==> src/rtl/gpio_pad_ctrl_pkg.sv <==
// Shared definitions for the GPIO pad controller slice.
// Holds the default pad count and debounce width, plus the state
// encoding of the per-pin input filter FSM.
package gpio_pad_ctrl_pkg;

  localparam int NGPIO_DEF = 3;
  localparam int DBW_DEF   = 4;

  typedef enum logic [1:0] {
    STABLE_LO = 2'd0,
    PEND_HI   = 2'd1,
    STABLE_HI = 2'd2,
    PEND_LO   = 2'd3
  } filt_state_e;

endpackage

==> src/rtl/gpio_pin_filter.sv <==
// Per-pin input path: gating by the registered input enable, 2-flop
// synchroniser, debounce FSM with saturating counter and edge pulses.
//
// Ports:
//   clk, reset    rising-edge clock, synchronous active-high reset
//   debounce_len  required run of matching samples (0 behaves as 1)
//   pad_din       asynchronous pad input
//   pad_ie        registered pad input enable (gates pad_din)
//   core_din      debounced level
//   core_rise     1-cycle pulse on a debounced 0->1 change
//   core_fall     1-cycle pulse on a debounced 1->0 change
module gpio_pin_filter
  import gpio_pad_ctrl_pkg::*;
#(
  parameter int DBW = DBW_DEF
) (
  input  logic           clk,
  input  logic           reset,
  input  logic [DBW-1:0] debounce_len,
  input  logic           pad_din,
  input  logic           pad_ie,
  output logic           core_din,
  output logic           core_rise,
  output logic           core_fall
);

  logic           sync_p0;
  logic           sync_p1;
  filt_state_e    state_q;
  filt_state_e    state_d;
  logic [DBW-1:0] cnt_q;
  logic [DBW-1:0] cnt_d;
  logic [DBW-1:0] cnt_inc;
  logic [DBW-1:0] len_eff;
  logic           rise_d;
  logic           fall_d;

  // Stage p0/p1: gated input through the synchroniser
  always_ff @(posedge clk) begin
    if (reset) begin
      sync_p0 <= 1'b0;
      sync_p1 <= 1'b0;
    end else begin
      sync_p0 <= pad_din & pad_ie;
      sync_p1 <= sync_p0;
    end
  end

  assign len_eff = (debounce_len == '0) ? DBW'(1) : debounce_len;
  assign cnt_inc = (cnt_q == {DBW{1'b1}}) ? cnt_q : cnt_q + 1'b1;

  // The commit test looks at the count this sample produces, so a clean
  // edge reaches core_din exactly len_eff samples after leaving the
  // synchroniser; with len_eff == 1 the pending state is skipped.
  always_comb begin
    state_d = state_q;
    cnt_d   = cnt_q;
    rise_d  = 1'b0;
    fall_d  = 1'b0;
    unique case (state_q)
      STABLE_LO: begin
        if (sync_p1) begin
          if (len_eff == DBW'(1)) begin
            state_d = STABLE_HI;
            cnt_d   = '0;
            rise_d  = 1'b1;
          end else begin
            state_d = PEND_HI;
            cnt_d   = DBW'(1);
          end
        end
      end
      PEND_HI: begin
        if (!sync_p1) begin
          state_d = STABLE_LO;
          cnt_d   = '0;
        end else if (cnt_inc >= len_eff) begin
          state_d = STABLE_HI;
          cnt_d   = '0;
          rise_d  = 1'b1;
        end else begin
          cnt_d = cnt_inc;
        end
      end
      STABLE_HI: begin
        if (!sync_p1) begin
          if (len_eff == DBW'(1)) begin
            state_d = STABLE_LO;
            cnt_d   = '0;
            fall_d  = 1'b1;
          end else begin
            state_d = PEND_LO;
            cnt_d   = DBW'(1);
          end
        end
      end
      PEND_LO: begin
        if (sync_p1) begin
          state_d = STABLE_HI;
          cnt_d   = '0;
        end else if (cnt_inc >= len_eff) begin
          state_d = STABLE_LO;
          cnt_d   = '0;
          fall_d  = 1'b1;
        end else begin
          cnt_d = cnt_inc;
        end
      end
      default: begin
        state_d = STABLE_LO;
        cnt_d   = '0;
      end
    endcase
  end

  // Stage p2: filter state, counter and edge pulses
  always_ff @(posedge clk) begin
    if (reset) begin
      state_q   <= STABLE_LO;
      cnt_q     <= '0;
      core_rise <= 1'b0;
      core_fall <= 1'b0;
    end else begin
      state_q   <= state_d;
      cnt_q     <= cnt_d;
      core_rise <= rise_d;
      core_fall <= fall_d;
    end
  end

  // A pending-low pin still reports high until the fall commits.
  assign core_din = (state_q == STABLE_HI) || (state_q == PEND_LO);

endmodule

==> src/rtl/gpio_pad_ctrl.sv <==
// GPIO pad controller for one padring side: registers the core's output
// controls toward the pads and runs one input filter per pad.
//
// Ports:
//   clk, reset          rising-edge clock, synchronous active-high reset
//   debounce_len        input filter length in cycles (0 behaves as 1)
//   core_dout/oe/ie     core-side output data, output enable, input enable
//   core_din            debounced pad inputs
//   core_rise/fall      1-cycle debounced edge pulses
//   pad_din             asynchronous pad inputs
//   pad_dout/oen/ie     registered pad controls (oen is active-low)
module gpio_pad_ctrl
  import gpio_pad_ctrl_pkg::*;
#(
  parameter int NGPIO = NGPIO_DEF,
  parameter int DBW   = DBW_DEF
) (
  input  logic             clk,
  input  logic             reset,
  input  logic [DBW-1:0]   debounce_len,
  input  logic [NGPIO-1:0] core_dout,
  input  logic [NGPIO-1:0] core_oe,
  input  logic [NGPIO-1:0] core_ie,
  output logic [NGPIO-1:0] core_din,
  output logic [NGPIO-1:0] core_rise,
  output logic [NGPIO-1:0] core_fall,
  input  logic [NGPIO-1:0] pad_din,
  output logic [NGPIO-1:0] pad_dout,
  output logic [NGPIO-1:0] pad_oen,
  output logic [NGPIO-1:0] pad_ie
);

  // Stage p0: pad control registers; reset leaves every pad tristated
  always_ff @(posedge clk) begin
    if (reset) begin
      pad_dout <= '0;
      pad_oen  <= '1;
      pad_ie   <= '0;
    end else begin
      pad_dout <= core_dout;
      pad_oen  <= ~core_oe;
      pad_ie   <= core_ie;
    end
  end

  for (genvar gi = 0; gi < NGPIO; gi++) begin : g_pin
    gpio_pin_filter #(
      .DBW (DBW)
    ) u_filter (
      .clk          (clk),
      .reset        (reset),
      .debounce_len (debounce_len),
      .pad_din      (pad_din[gi]),
      .pad_ie       (pad_ie[gi]),
      .core_din     (core_din[gi]),
      .core_rise    (core_rise[gi]),
      .core_fall    (core_fall[gi])
    );
  end

endmodule

==> config.mk <==
export PLATFORM = sky130hd
export DESIGN_NAME = gpio_pad_ctrl
export DESIGN_NICKNAME = d
export VERILOG_FILES = /design/src/rtl/gpio_pad_ctrl_pkg.sv /design/src/rtl/gpio_pin_filter.sv /design/src/rtl/gpio_pad_ctrl.sv
export SDC_FILE = /design/constraint.sdc
export NUM_CORES = 1
export LEC_CHECK = 0
export BUFFER_PORTS_ARGS = -buffer_cell sky130_fd_sc_hd__buf_2
export CAP_MARGIN = 20
export CORE_MARGIN = 2
export CORE_UTILIZATION = 40
export DETAILED_ROUTE_END_ITERATION = 8
export HOLD_SLACK_MARGIN = 0.02
export SLEW_MARGIN = 20
export SYNTH_ARGS = -nofsm -noshare
export SYNTH_HDL_FRONTEND = slang
export SYNTH_SLANG_ARGS = --single-unit
==> constraint.sdc <==
create_clock -name clk -period 2.5 [get_ports clk]
set_clock_uncertainty 0.15 [all_clocks]
set_input_delay 0.75 -clock clk [delete_from_list [all_inputs] [get_ports clk]]
set_output_delay 0.75 -clock clk [all_outputs]
set_load 0.02 [all_outputs]
==> results of run 1 <==
[metrics by stage]
step                      TNS [ns]  hold WS (ns)  area, um^2  utilization  total power [mW]
after floorplan                  0         0.260        2070            -             0.730
after global placement       -1.58         0.268        2390        0.476             0.778
after detailed placement     -2.23         0.270        2390        0.476             0.780
after CTS                 -0.00663         0.288        2500        0.499              1.19
after global routing       -0.0624         0.311        2590        0.518              1.24
final                            0         0.282        2590        0.518              1.17
[state kept, by name (all words and copies together) (netlist names)]
signal / count
g_pin.u_filter.cnt_q: 12
g_pin.u_filter.core_fall: 3
g_pin.u_filter.core_rise: 3
g_pin.u_filter.state_q: 6
g_pin.u_filter.sync_p0: 3
g_pin.u_filter.sync_p1: 3
pad_dout: 3
pad_ie: 3
pad_oen: 3
[cell usage in the layout, fill, tap and decap left out, drive strengths merged, types with 4 or more instances in the layout]
cell and count:
mux2i 4, a21oi 13, nor2 17, nand3 9, a31oi 6, buf 58
o21ai 4, nor3b 5, nor3 4, dfxtp 39, or2 4, xnor2 4
nor2b 11, clkbuf 7, inv 10, ha 12, nand2b 13, nand2 9
[tightest hold or removal path, delay by kind of cell (launching register included)]
| family | cells | cell delay (ns) |
|---|---|---|
| flops | 1 | 0.32 |
| simple gates | 2 | 0.08 |
[how the worst min path moves through the flow]
stage                                      endpoint  slack [ns]  cells past startpoint
after floorplan           g_pin[0].u_filter.sync_p0        0.26                      2
after global placement    g_pin[2].u_filter.sync_p0        0.27                      2
after detailed placement  g_pin[2].u_filter.sync_p1        0.27                      1
after CTS                 g_pin[2].u_filter.sync_p0        0.29                      2
after global routing      g_pin[2].u_filter.sync_p1        0.31                      1
final                     g_pin[0].u_filter.sync_p0        0.28                      2
[where the power goes]
part	leakage (nW)	internal [mW]	switching (mW)
logic	0.788	0.0643	0.0708
registers	0.319	0.633	0.00613
clock network	0.0422	0.196	0.204
[per-layer routing]
metal | vias to the layer above | GRT usage | wire (um)
li1 | 870 | - | -
met1 | 785 | 0.183 | 1930
met2 | 33 | 0.253 | 1960
met3 | 6 | 0.0397 | 148
met4 | 0 | 0.0585 | 70
met5 | - | 0 | 0
[logic make-up after synthesis]
logic type	count (synthesis)	share of synthesized area
adders and majority gates	13	0.0783
DFF	39	0.382
xor gates and xnor gates	7	0.0300
AOI/OAI and AO/OA	43	0.149
and+or+nand+nor	86	0.250
muxes	7	0.0361
buffers and inverters	29	0.0752
[final cells by class]
type	count	area share
tap	70	0.0338
sequential	39	0.302
timing repair buffer	58	0.134
multi-input combinational	156	0.484
clock buffer	7	0.0294
inverter	10	0.0145
clock inverter	1	0.00193
[repair_timing]
item                       4_1_cts  5_1_grt
setup endpoints to repair        4       18
resized for setup                5       18
pin swaps                        0        8
gates cloned                     0        0
==> summary.txt, run 1 <==
Run status
  • Status: completed

Drt
  • First-pass iteration count of the detailed router: 4
  • Final wirelength: 4.10 mm
  • Iter 0 DRT Violations: 52
  • Routed Antenna Nets: 0
  • DR vias: 1694
  • Vias per cell: 4.97
  • Drc violations: 0
  • Wire length per cell: 12.0 um

Placed design
  • Buffers on Ports: 35
  • DP Cell Count: 333
  • Detailed Place HPWL: 3.06 mm
  • Final RePlAce weighted congestion: 0.865
  • Pre-CTS setup slack: -0.222 ns

Setup path
  • Critical path destination: g_pin[2].u_filter.state_q[0]
  • Worst Path Max Fanout: 6
  • Crit. End Element: register
  • Delay-heaviest family, CP: simple AND/OR/NAND/NOR gates
  • R2R Path End: g_pin[2].u_filter.core_fall
  • Crit path required time: 2.58 ns
  • Sequence of cells on the critical path: buf_2 -> nor3_4 -> or2_4 -> ha_1 -> nor2b_4 -> o221ai_4 -> a221oi_2 -> buf_4 -> or2_4 -> and3b_1
  • Crit path launch: debounce_len[2]
  • Worst reg2reg path startpoint: g_pin[2].u_filter.cnt_q[0]
  • Critical Path Slowest Stage Cell: ha_1
  • CP startpoint kind: input port
  • CP bufs+invs: 2
  • WP depth: 10
  • WP data arrival: 2.51 ns
  • Crit-path most repeated cell: or2_4
  • R2r worst-path depth: 11
  • R2r setup slk: 0.09 ns
  • Worst path max stage delay: 0.33 ns
  • Critical path class: input port to register

Die
  • FP Rows: 26
  • Die area: 5700 um^2
  • Die width: 75.5 um
  • Die Span Y: 75.5 um
  • I/O Pins: 36
  • Initial Utilization: 0.408
  • Core area: 5010 um^2

Clock network
  • TritonCTS clock tree: yes
  • Cts hold-fix bufs: 0
  • H-tree levels: 2
  • Clk pin slew, worst setup/hold paths: 0.07 ns
  • # Post-CTS Setup Buffers: 0
  • Root buffer cell: clkbuf_8
  • Bufs on Longest Clock Path: 2
  • Num Clock Sinks: 39
  • Worst-Skew Late Latency: 0.29 ns
  • CTS buffer count: 5

GRT
  • GR Overflow Total: 0
  • Antenna violations before repair: 0
  • First-pass GRT wire length: 6.43 mm
  • Vias in the first global route: 1488
  • Pin count of the biggest net entering global routing: 27
  • Gr usage total: 0.150

STA
  • Final period util: 0.972
  • Max Fclk: 411 MHz
  • RSZ-0062 raised after global routing: true
  • Final hold violation count: 0
  • Slew Viols, Final: 0
  • Slew Limit Headroom: 0.531
  • Crit path time final: 2.43 ns
  • Final setup viols: 0
  • Worst slew pin tran: 0.701 ns
  • Final Worst Setup Slack: 0.0692 ns

Final layout
  • FF/Latch Area: 785 um^2
  • Fillcell total: 500
  • Fraction of layout cells with a size suffix above 1: 0.362
  • Post-route insts no fill: 341
  • N_diodes: 0
  • Multi-input logic area: 1260 um^2
  • Post-layout net count: 300
  • Area growth syn-to-layout: 26.9%

Synthesis
  • Synth area leaders: dfxtp_1 38%, ha_1 7.3%, buf_4 4.4%, nand2b_1 3.7%, nor2b_1 3.4%
  • Cell variety after synth: 45
  • Post-synth EDFFs: 0
  • Sequential area share after synthesis: 0.382
  • Most frequent cell after synthesis: dfxtp_1
  • Synth area leader: dfxtp_1
  • Most common library cells after synthesis: 39 x dfxtp_1, 17 x nor2_1, 13 x a21oi_1
  • Mapped cell area: 2050 um^2
  • Asr flop ratio synth: 0
  • Mean Syn Cell Area: 9.13 um^2
  • Post-synthesis register bit count: 39
  • Share of the synthesized area in the top cell type: 0.382
  • Syn Nets: 254
  • Synth Instances: 224
  • Top FF cell, synth: dfxtp_1
  • Synth warn: 0

Flow run
  • MaxCap Viol Count: 0

Power
  • Pwr Density: 452 nW/um^2
  • LEAKAGE: 1.15 nW
  • Peak supply drop: 0.000214 V

Hold path
  • Min-delay src: pad_ie[0]
  • Worst Hold Class: register to register
No activity file was read; power rests on OpenSTA's default activity.
==> run 2: changes to the inputs <==
--- a/config.mk
+++ b/config.mk
@@ -7,6 +7,7 @@
 export LEC_CHECK = 0
 export BUFFER_PORTS_ARGS = -buffer_cell sky130_fd_sc_hd__buf_2
 export CAP_MARGIN = 20
+export CORE_ASPECT_RATIO = 1.2
 export CORE_MARGIN = 2
 export CORE_UTILIZATION = 40
 export DETAILED_ROUTE_END_ITERATION = 8
==> constraint.sdc (replaced) <==
create_clock -name clk -period 2.6 [get_ports clk]
set_clock_uncertainty 0.15 [all_clocks]
set_input_delay 0.78 -clock clk [delete_from_list [all_inputs] [get_ports clk]]
set_output_delay 0.78 -clock clk [all_outputs]
set_load 0.02 [all_outputs]
==> summary.txt, run 2 (same netlist as run 1, synthesis figures left out) <==
Die
  • Core area: 4940 um^2 (-1.4%)
  • Die Span Y: 82.3 um (+9.0%)
  • Die width: 69.3 um (-8.3%)
  • Die area: 5700 um^2 (about the same)
  • I/O Pins: 36 (unchanged)
  • Initial Utilization: 0.414 (+0.00579)
  • FP Rows: 28 (+7.7%)

Placed design
  • DP Cell Count: 321 (-3.6%)
  • Buffers on Ports: 35 (unchanged)
  • Final RePlAce weighted congestion: 0.820 (-5.2%)
  • Detailed Place HPWL: 3.12 mm (+2.1%)
  • Post-DP Area: 2350 um^2 (-1.6%)
  • Pre-CTS setup slack: -0.239 ns (-0.0175 ns)

Power
  • Psw: 0.287 mW (+2.2%)
  • Part of the power in registers: 0.540 (-0.005)
  • Peak supply drop: 0.000412 V (+92%)
  • LEAKAGE: 1.14 nW (-0.61%)
  • Sw frac: 0.252 (+0.0129)
  • Pwr Density: 451 nW/um^2 (-0.24%)
  • Clock share of power: 0.350 (+0.010)
  • Combinational Power Share: 0.110 (-0.005)
  • Internal power: 0.851 mW (-4.7%)

STA
  • Slew Viols, Final: 0 (unchanged)
  • Final setup viols: 0 (unchanged)
  • Slew Limit Headroom: 0.577 (+0.0453)
  • Max Fclk: 403 MHz
  • Final period util: 0.955
  • Worst slew pin tran: 0.633 ns (-0.0677 ns)
  • Final Worst Setup Slack: 0.116 ns (+0.0466 ns)
  • Final hold violation count: 0 (unchanged)
  • Crit path time final: 2.48 ns

Flow run
  • MaxCap Viol Count: 0 (unchanged)

GRT
  • Vias in the first global route: 1569 (+5.4%)
  • Met1 Use GR: 0.175 (-0.00774)
  • GR peak layer: met2
  • M2 GR Usage: 0.282 (+0.0286)
  • First-pass GRT wire length: 7.04 mm (+9.5%)
  • Pin count of the biggest net entering global routing: 23 (-15%)
  • Grt met3 use: 0.0388 (-0.000848)
  • Antenna violations before repair: 0 (unchanged)
  • Gr usage total: 0.154 (+0.00407)
  • GR Overflow Total: 0 (unchanged)

Final layout
  • Post-layout net count: 299 (-0.33%)
  • Fillcell total: 475 (-5.0%)
  • Util after Layout: 0.510 (-0.00760)
  • Post-route insts no fill: 330 (-3.2%)
  • FF/Latch Area: 785 um^2 (unchanged)
  • N_diodes: 0 (unchanged)
  • Fraction of layout cells with a size suffix above 1: 0.352 (-0.00977)
  • Max FFs per register: 12 (unchanged)
  • Most frequent cells in the layout: 36 x dfxtp_1, 35 x buf_2, 22 x buf_4
  • Multi-input logic area: 1200 um^2 (-4.5%)
  • Biggest regs: g_pin.u_filter.cnt_q x12, g_pin.u_filter.state_q x6
  • Most common cell after layout, fill and taps aside: dfxtp_1
  • Final instance area: 2520 um^2 (-2.8%)
  • Biggest register: g_pin.u_filter.cnt_q
  • Area growth syn-to-layout: 23.2%

Drt
  • Iter 0 DRT Violations: 46 (-12%)
  • Final wirelength: 4.13 mm (+0.59%)
  • First-pass iteration count of the detailed router: 4 (unchanged)
  • Routed Antenna Nets: 0 (unchanged)
  • Drc violations: 0 (unchanged)
  • DR vias: 1674 (-1.2%)
  • Vias per cell: 5.07 (+2.1%)
  • Wire length per cell: 12.5 um (+3.9%)

Clock network
  • H-tree levels: 2 (unchanged)
  • Clk pin slew, worst setup/hold paths: 0.08 ns (about the same)
  • Num Clock Sinks: 39 (unchanged)
  • Cts hold-fix bufs: 0 (unchanged)
  • TritonCTS clock tree: yes
  • Bufs on Longest Clock Path: 2 (unchanged)
  • CTS buffer count: 5 (unchanged)
  • Worst-Skew Late Latency: 0.29 ns (about the same)
  • Root buffer cell: clkbuf_8

Hold path
  • Worst Hold Class: register to register

Setup path
  • Worst Path Max Fanout: 6 (unchanged)
  • Critical Path Slowest Stage Cell: or3b_1
  • CP bufs+invs: 1 (-1)
  • Crit. End Element: register
  • Delay-heaviest family, CP: simple AND/OR/NAND/NOR gates
  • CP startpoint kind: register
  • Worst path max stage delay: 0.37 ns (+0.04 ns)
  • WP data arrival: 2.56 ns (+0.05 ns)
  • Sequence of cells on the critical path: ha_1 -> nand3_2 -> mux2_4 -> ha_4 -> nand2b_4 -> o221ai_2 -> a221oi_2 -> buf_4 -> or3b_1 -> a21oi_1
  • Crit path required time: 2.67 ns (+0.09 ns)
  • Critical path class: register to register

Run status
  • Status: completed
run 2: changes by cell type in the layout (fill, tap and decap cells not counted), sizes merged:
cell / delta
clkbuf: -2
clkinv: +2
buf: -1
run 2: layer usage:
| layer | share of wire | routed length [um] |
|---|---|---|
| met1 | 0.45 | 1870 |
| met2 | 0.49 | 2010 |
| met3 | 0.044 | 181 |
| met4 | 0.016 | 64 |
| met5 | 0 | 0 |
run 2: worst paths after layout:
path / from / end / slack [ns] / cells after the start
worst min-delay path: pad_ie[0] / g_pin[0].u_filter.sync_p0 / 0.28 / 2
worst min register to register: pad_ie[0] / g_pin[0].u_filter.sync_p0 / 0.28 / 2
worst max-delay path: g_pin[2].u_filter.cnt_q[1] / g_pin[2].u_filter.state_q[1] / 0.12 / 10
worst max register to register: g_pin[2].u_filter.cnt_q[1] / g_pin[2].u_filter.state_q[1] / 0.12 / 10
run 2: repair_timing:
item                                    4_1_cts  5_1_grt
endpoints found under the setup margin        3       14
resized for setup                             2       16
setup buffers                                 0        1
pin swaps                                     1        3
run 2: final cells by class:
| type | count | share of cell area |
|---|---|---|
| clock buffers | 5 | 0.0273 |
| clock inverters | 3 | 0.00596 |
| inverters | 10 | 0.0149 |
| multi-input cells | 156 | 0.476 |
| flip-flops and latches | 39 | 0.311 |
| well taps | 60 | 0.0298 |
| repair buffers | 57 | 0.135 |
run 2: power by group through the flow:
stage / clock (mW) / sequential [mW] / combinational (mW)
global route: 0.448 / 0.616 / 0.139
finish: 0.399 / 0.614 / 0.125
floorplan: 0 / 0.634 / 0.0656
global placement: 0 / 0.627 / 0.118
CTS: 0.417 / 0.614 / 0.122
detailed placement: 0 / 0.628 / 0.119
run 2: through the flow:
step / TNS, ns / hold WS [ns] / power [mW]
after detailed placement: -2.90 / 0.269 / 0.747
after floorplan: 0 / 0.260 / 0.700
after CTS: 0 / 0.281 / 1.15
after global routing: -0.0230 / 0.307 / 1.20
final: 0 / 0.279 / 1.14
after global placement: -2.23 / 0.266 / 0.745
run 2: tightest hold or removal path: stages (launching register included):
cell,delay [ns]
dfxtp_1,0.31
nand2_1,0.05
nor2_1,0.03
==> run 3: changes to the inputs <==
--- a/config.mk
+++ b/config.mk
@@ -15,4 +15,5 @@
 export SLEW_MARGIN = 20
 export SYNTH_ARGS = -nofsm -noshare
 export SYNTH_HDL_FRONTEND = slang
+export SYNTH_HIERARCHICAL = 1
 export SYNTH_SLANG_ARGS = --single-unit
==> summary.txt, run 3 <==
Run status
  • Status: completed

Placed design
  • Buffers on Ports: 35 (unchanged)
  • Pre-CTS setup slack: -0.0857 ns (+0.154 ns)
  • Final RePlAce weighted congestion: 0.776 (-5.4%)
  • Detailed Place HPWL: 2.94 mm (-5.7%)
  • DP Cell Count: 315 (-1.9%)
  • Post-DP Area: 2280 um^2 (-3.0%)

STA
  • Crit path time final: 2.50 ns (+0.0132 ns)
  • Setup TNS: 0 ns (unchanged)
  • Final Worst Setup Slack: 0.103 ns (-0.0132 ns)
  • Slew Limit Headroom: 0.543 (-0.0337)
  • Max Fclk: 400 MHz (-0.53%)
  • Final period util: 0.961 (+0.00509)
  • Worst slew pin tran: 0.686 ns (+0.0527 ns)
  • Final setup viols: 0 (unchanged)
  • Slew Viols, Final: 0 (unchanged)
  • Final hold violation count: 0 (unchanged)

Synthesis
  • Post-synth EDFFs: 0 (unchanged)
  • Asr flop ratio synth: 0 (unchanged)
  • Mapped cell area: 1960 um^2 (-4.4%)
  • Syn Nets: 246 (-3.1%)
  • Synth Instances: 213 (-4.9%)
  • Synth area leader: dfxtp_1
  • Mean Syn Cell Area: 9.18 um^2 (+0.53%)
  • Most common library cells after synthesis: 39 x dfxtp_1, 24 x nor2_1, 15 x ha_1, 15 x nand3_1, 12 x inv_1
  • Post-synthesis register bit count: 39 (unchanged)
  • Top FF cell, synth: dfxtp_1
  • Cell variety after synth: 30 (-33%)
  • Share of the synthesized area in the top cell type: 0.399 (+0.0176)
  • Synth area leaders: dfxtp_1 40%, ha_1 9.6%, nor2_1 4.6%, nand3_1 3.8%, nor2b_1 2.9%
  • Sequential area share after synthesis: 0.399 (+0.0176)
  • Most frequent cell after synthesis: dfxtp_1
  • Synth warn: 6 (+6)

Power
  • LEAKAGE: 1.07 nW (-6.5%)
  • Pwr Density: 539 nW/um^2 (+20%)
  • Peak supply drop: 0.000277 V (-33%)

Drt
  • Iter 0 DRT Violations: 109 (+140%)
  • First-pass iteration count of the detailed router: 4 (unchanged)
  • DR vias: 1653 (-1.3%)
  • Vias per cell: 5.12 (+0.89%)
  • Routed Antenna Nets: 0 (unchanged)
  • Final wirelength: 3.94 mm (-4.5%)
  • Drc violations: 0 (unchanged)
  • Wire length per cell: 12.2 um (-2.4%)

Final layout
  • Area growth syn-to-layout: 25.7%
  • Post-layout net count: 297 (-0.67%)
  • Most common cell after layout, fill and taps aside: dfxtp_1
  • Biggest register: g_pin.u_filter/cnt_q
  • Final instance area: 2460 um^2 (-2.5%)
  • Fraction of layout cells with a size suffix above 1: 0.306 (-0.0462)
  • Max FFs per register: 12 (unchanged)
  • Post-route insts no fill: 323 (-2.1%)
  • Fillcell total: 448 (-5.7%)
  • Biggest regs: g_pin.u_filter/cnt_q x12, g_pin.u_filter/state_q x6
  • N_diodes: 0 (unchanged)
  • Most frequent cells in the layout: 38 x dfxtp_1, 35 x buf_2, 24 x nor2_1

Setup path
  • CP startpoint kind: register
  • Critical path class: register to register
  • R2R Path End: g_pin[1].u_filter/cnt_q[3]
  • R2r worst-path depth: 8 (-2)
  • Worst Path Max Fanout: 5 (-1)
  • WP data arrival: 2.58 ns (+0.02 ns)
  • R2r setup slk: 0.10 ns (about the same)
  • Worst reg2reg path startpoint: g_pin[1].u_filter/cnt_q[0]
  • Crit. End Element: register
  • Crit path required time: 2.68 ns (about the same)

Hold path
  • Min-delay src: pad_ie[1]
  • Worst Hold Class: register to register
  • Hold Path End: g_pin[1].u_filter/sync_p0
  • Hold path depth: 2 (unchanged)

Die
  • Die area: 5470 um^2 (-4.2%)
  • I/O Pins: 36 (unchanged)
  • Die Span Y: 80.6 um (-2.1%)
  • Initial Utilization: 0.419 (+0.00535)
  • Core area: 4660 um^2 (-5.6%)
  • FP Rows: 27 (-3.6%)
  • Die width: 67.8 um (-2.1%)

Clock network
  • Num Clock Sinks: 39 (unchanged)
  • Bufs on Longest Clock Path: 2 (unchanged)
  • Root buffer cell: clkbuf_8
  • Clk pin slew, worst setup/hold paths: 0.08 ns (about the same)
  • H-tree levels: 2 (unchanged)
  • Cts hold-fix bufs: 0 (unchanged)
  • Worst-Skew Late Latency: 0.29 ns (about the same)
  • CTS buffer count: 5 (unchanged)
  • TritonCTS clock tree: yes

GRT
  • Gr usage total: 0.154 (-0.000465)
  • Antenna violations before repair: 0 (unchanged)
  • First-pass GRT wire length: 6.47 mm (-8.1%)
  • Pin count of the biggest net entering global routing: 43 (+87%)
  • GR Overflow Total: 0 (unchanged)
  • Vias in the first global route: 1548 (-1.3%)

Flow run
  • MaxCap Viol Count: 0 (unchanged)
[run 3: cell types whose count changed in the layout (fill, tap and decap cells not counted), moves of 4 or more]
cell / delta
nand2b_1: -6
buf_4: -7
nor3_1: +6
a21oi_1: -7
nor2_1: +7
ha_1: +4
nor4b_1: +5
xnor2_1: +5
nor3b_1: -4
nand3_1: +6
o21ai_0: -4
[run 3: logic make-up after synthesis]
kind of cell | Yosys count | synth area share
AOI/OAI and AO/OA | 33 | 0.134
adders and majority gates | 15 | 0.0960
muxes | 6 | 0.0326
buffers and inverters | 18 | 0.0422
DFF | 39 | 0.399
xor gates and xnor gates | 6 | 0.0269
and+or+nand+nor | 96 | 0.269
[run 3: worst max-delay path by stage]
stage	end	start
CTS	g_pin[2].u_filter/core_fall	g_pin[2].u_filter/cnt_q[1]
detailed placement	g_pin[2].u_filter/core_fall	debounce_len[3]
global route	g_pin[1].u_filter/cnt_q[3]	g_pin[1].u_filter/cnt_q[0]
floorplan	g_pin[0].u_filter/cnt_q[3]	debounce_len[1]
finish	g_pin[1].u_filter/cnt_q[3]	g_pin[1].u_filter/cnt_q[0]
global placement	g_pin[2].u_filter/core_rise	debounce_len[2]
[run 3: area by class of cell]
class | instances | area, um^2 | share of cell area
Multi-Input combinational cell | 156 | 1130 | 0.461
Sequential cell | 39 | 782 | 0.318
Timing Repair Buffer | 50 | 288 | 0.117
Tap cell | 58 | 72.6 | 0.0295
Clock buffer | 5 | 68.8 | 0.0280
Clock inverter | 3 | 67.6 | 0.0275
Inverter | 12 | 45.0 | 0.0183
[run 3: where the power goes]
part	total, mW	internal (mW)	switching (mW)
Combinational	0.113	0.0511	0.0620
Sequential	0.614	0.609	0.00510
Clock	0.598	0.383	0.216
[run 3: critical path, cell delays in order (launching register included)]
cell and delay [ns]:
dfxtp_1 0.32, ha_1 0.25, nand3_2 0.11, mux2_2 0.35
ha_1 0.30, o211ai_1 0.23, a21oi_2 0.10, or4_4 0.49
a21oi_2 0.14
[run 3: routing by layer]
metal | share of wire | global-route usage
met1 | 0.47 | 0.192
met2 | 0.47 | 0.249
met3 | 0.040 | 0.0406
met4 | 0.015 | 0.0600
met5 | 0 | 0
[run 3: through the flow]
step | hold WS, ns | total power [mW] | utilization
3_5_place_dp | 0.265 | 0.739 | 0.489
3_3_place_gp | 0.261 | 0.738 | 0.489
6_report | 0.275 | 1.33 | 0.527
2_1_floorplan | 0.264 | 0.691 | -
5_1_grt | 0.307 | 1.38 | 0.527
4_1_cts | 0.276 | 1.34 | 0.518
[run 3: what timing repair did]
| action | in CTS | in global routing |
|---|---|---|
| resized for setup | 0 | 11 |
| endpoints found under the setup margin | 0 | 14 |
| setup buffers | 0 | 0 |
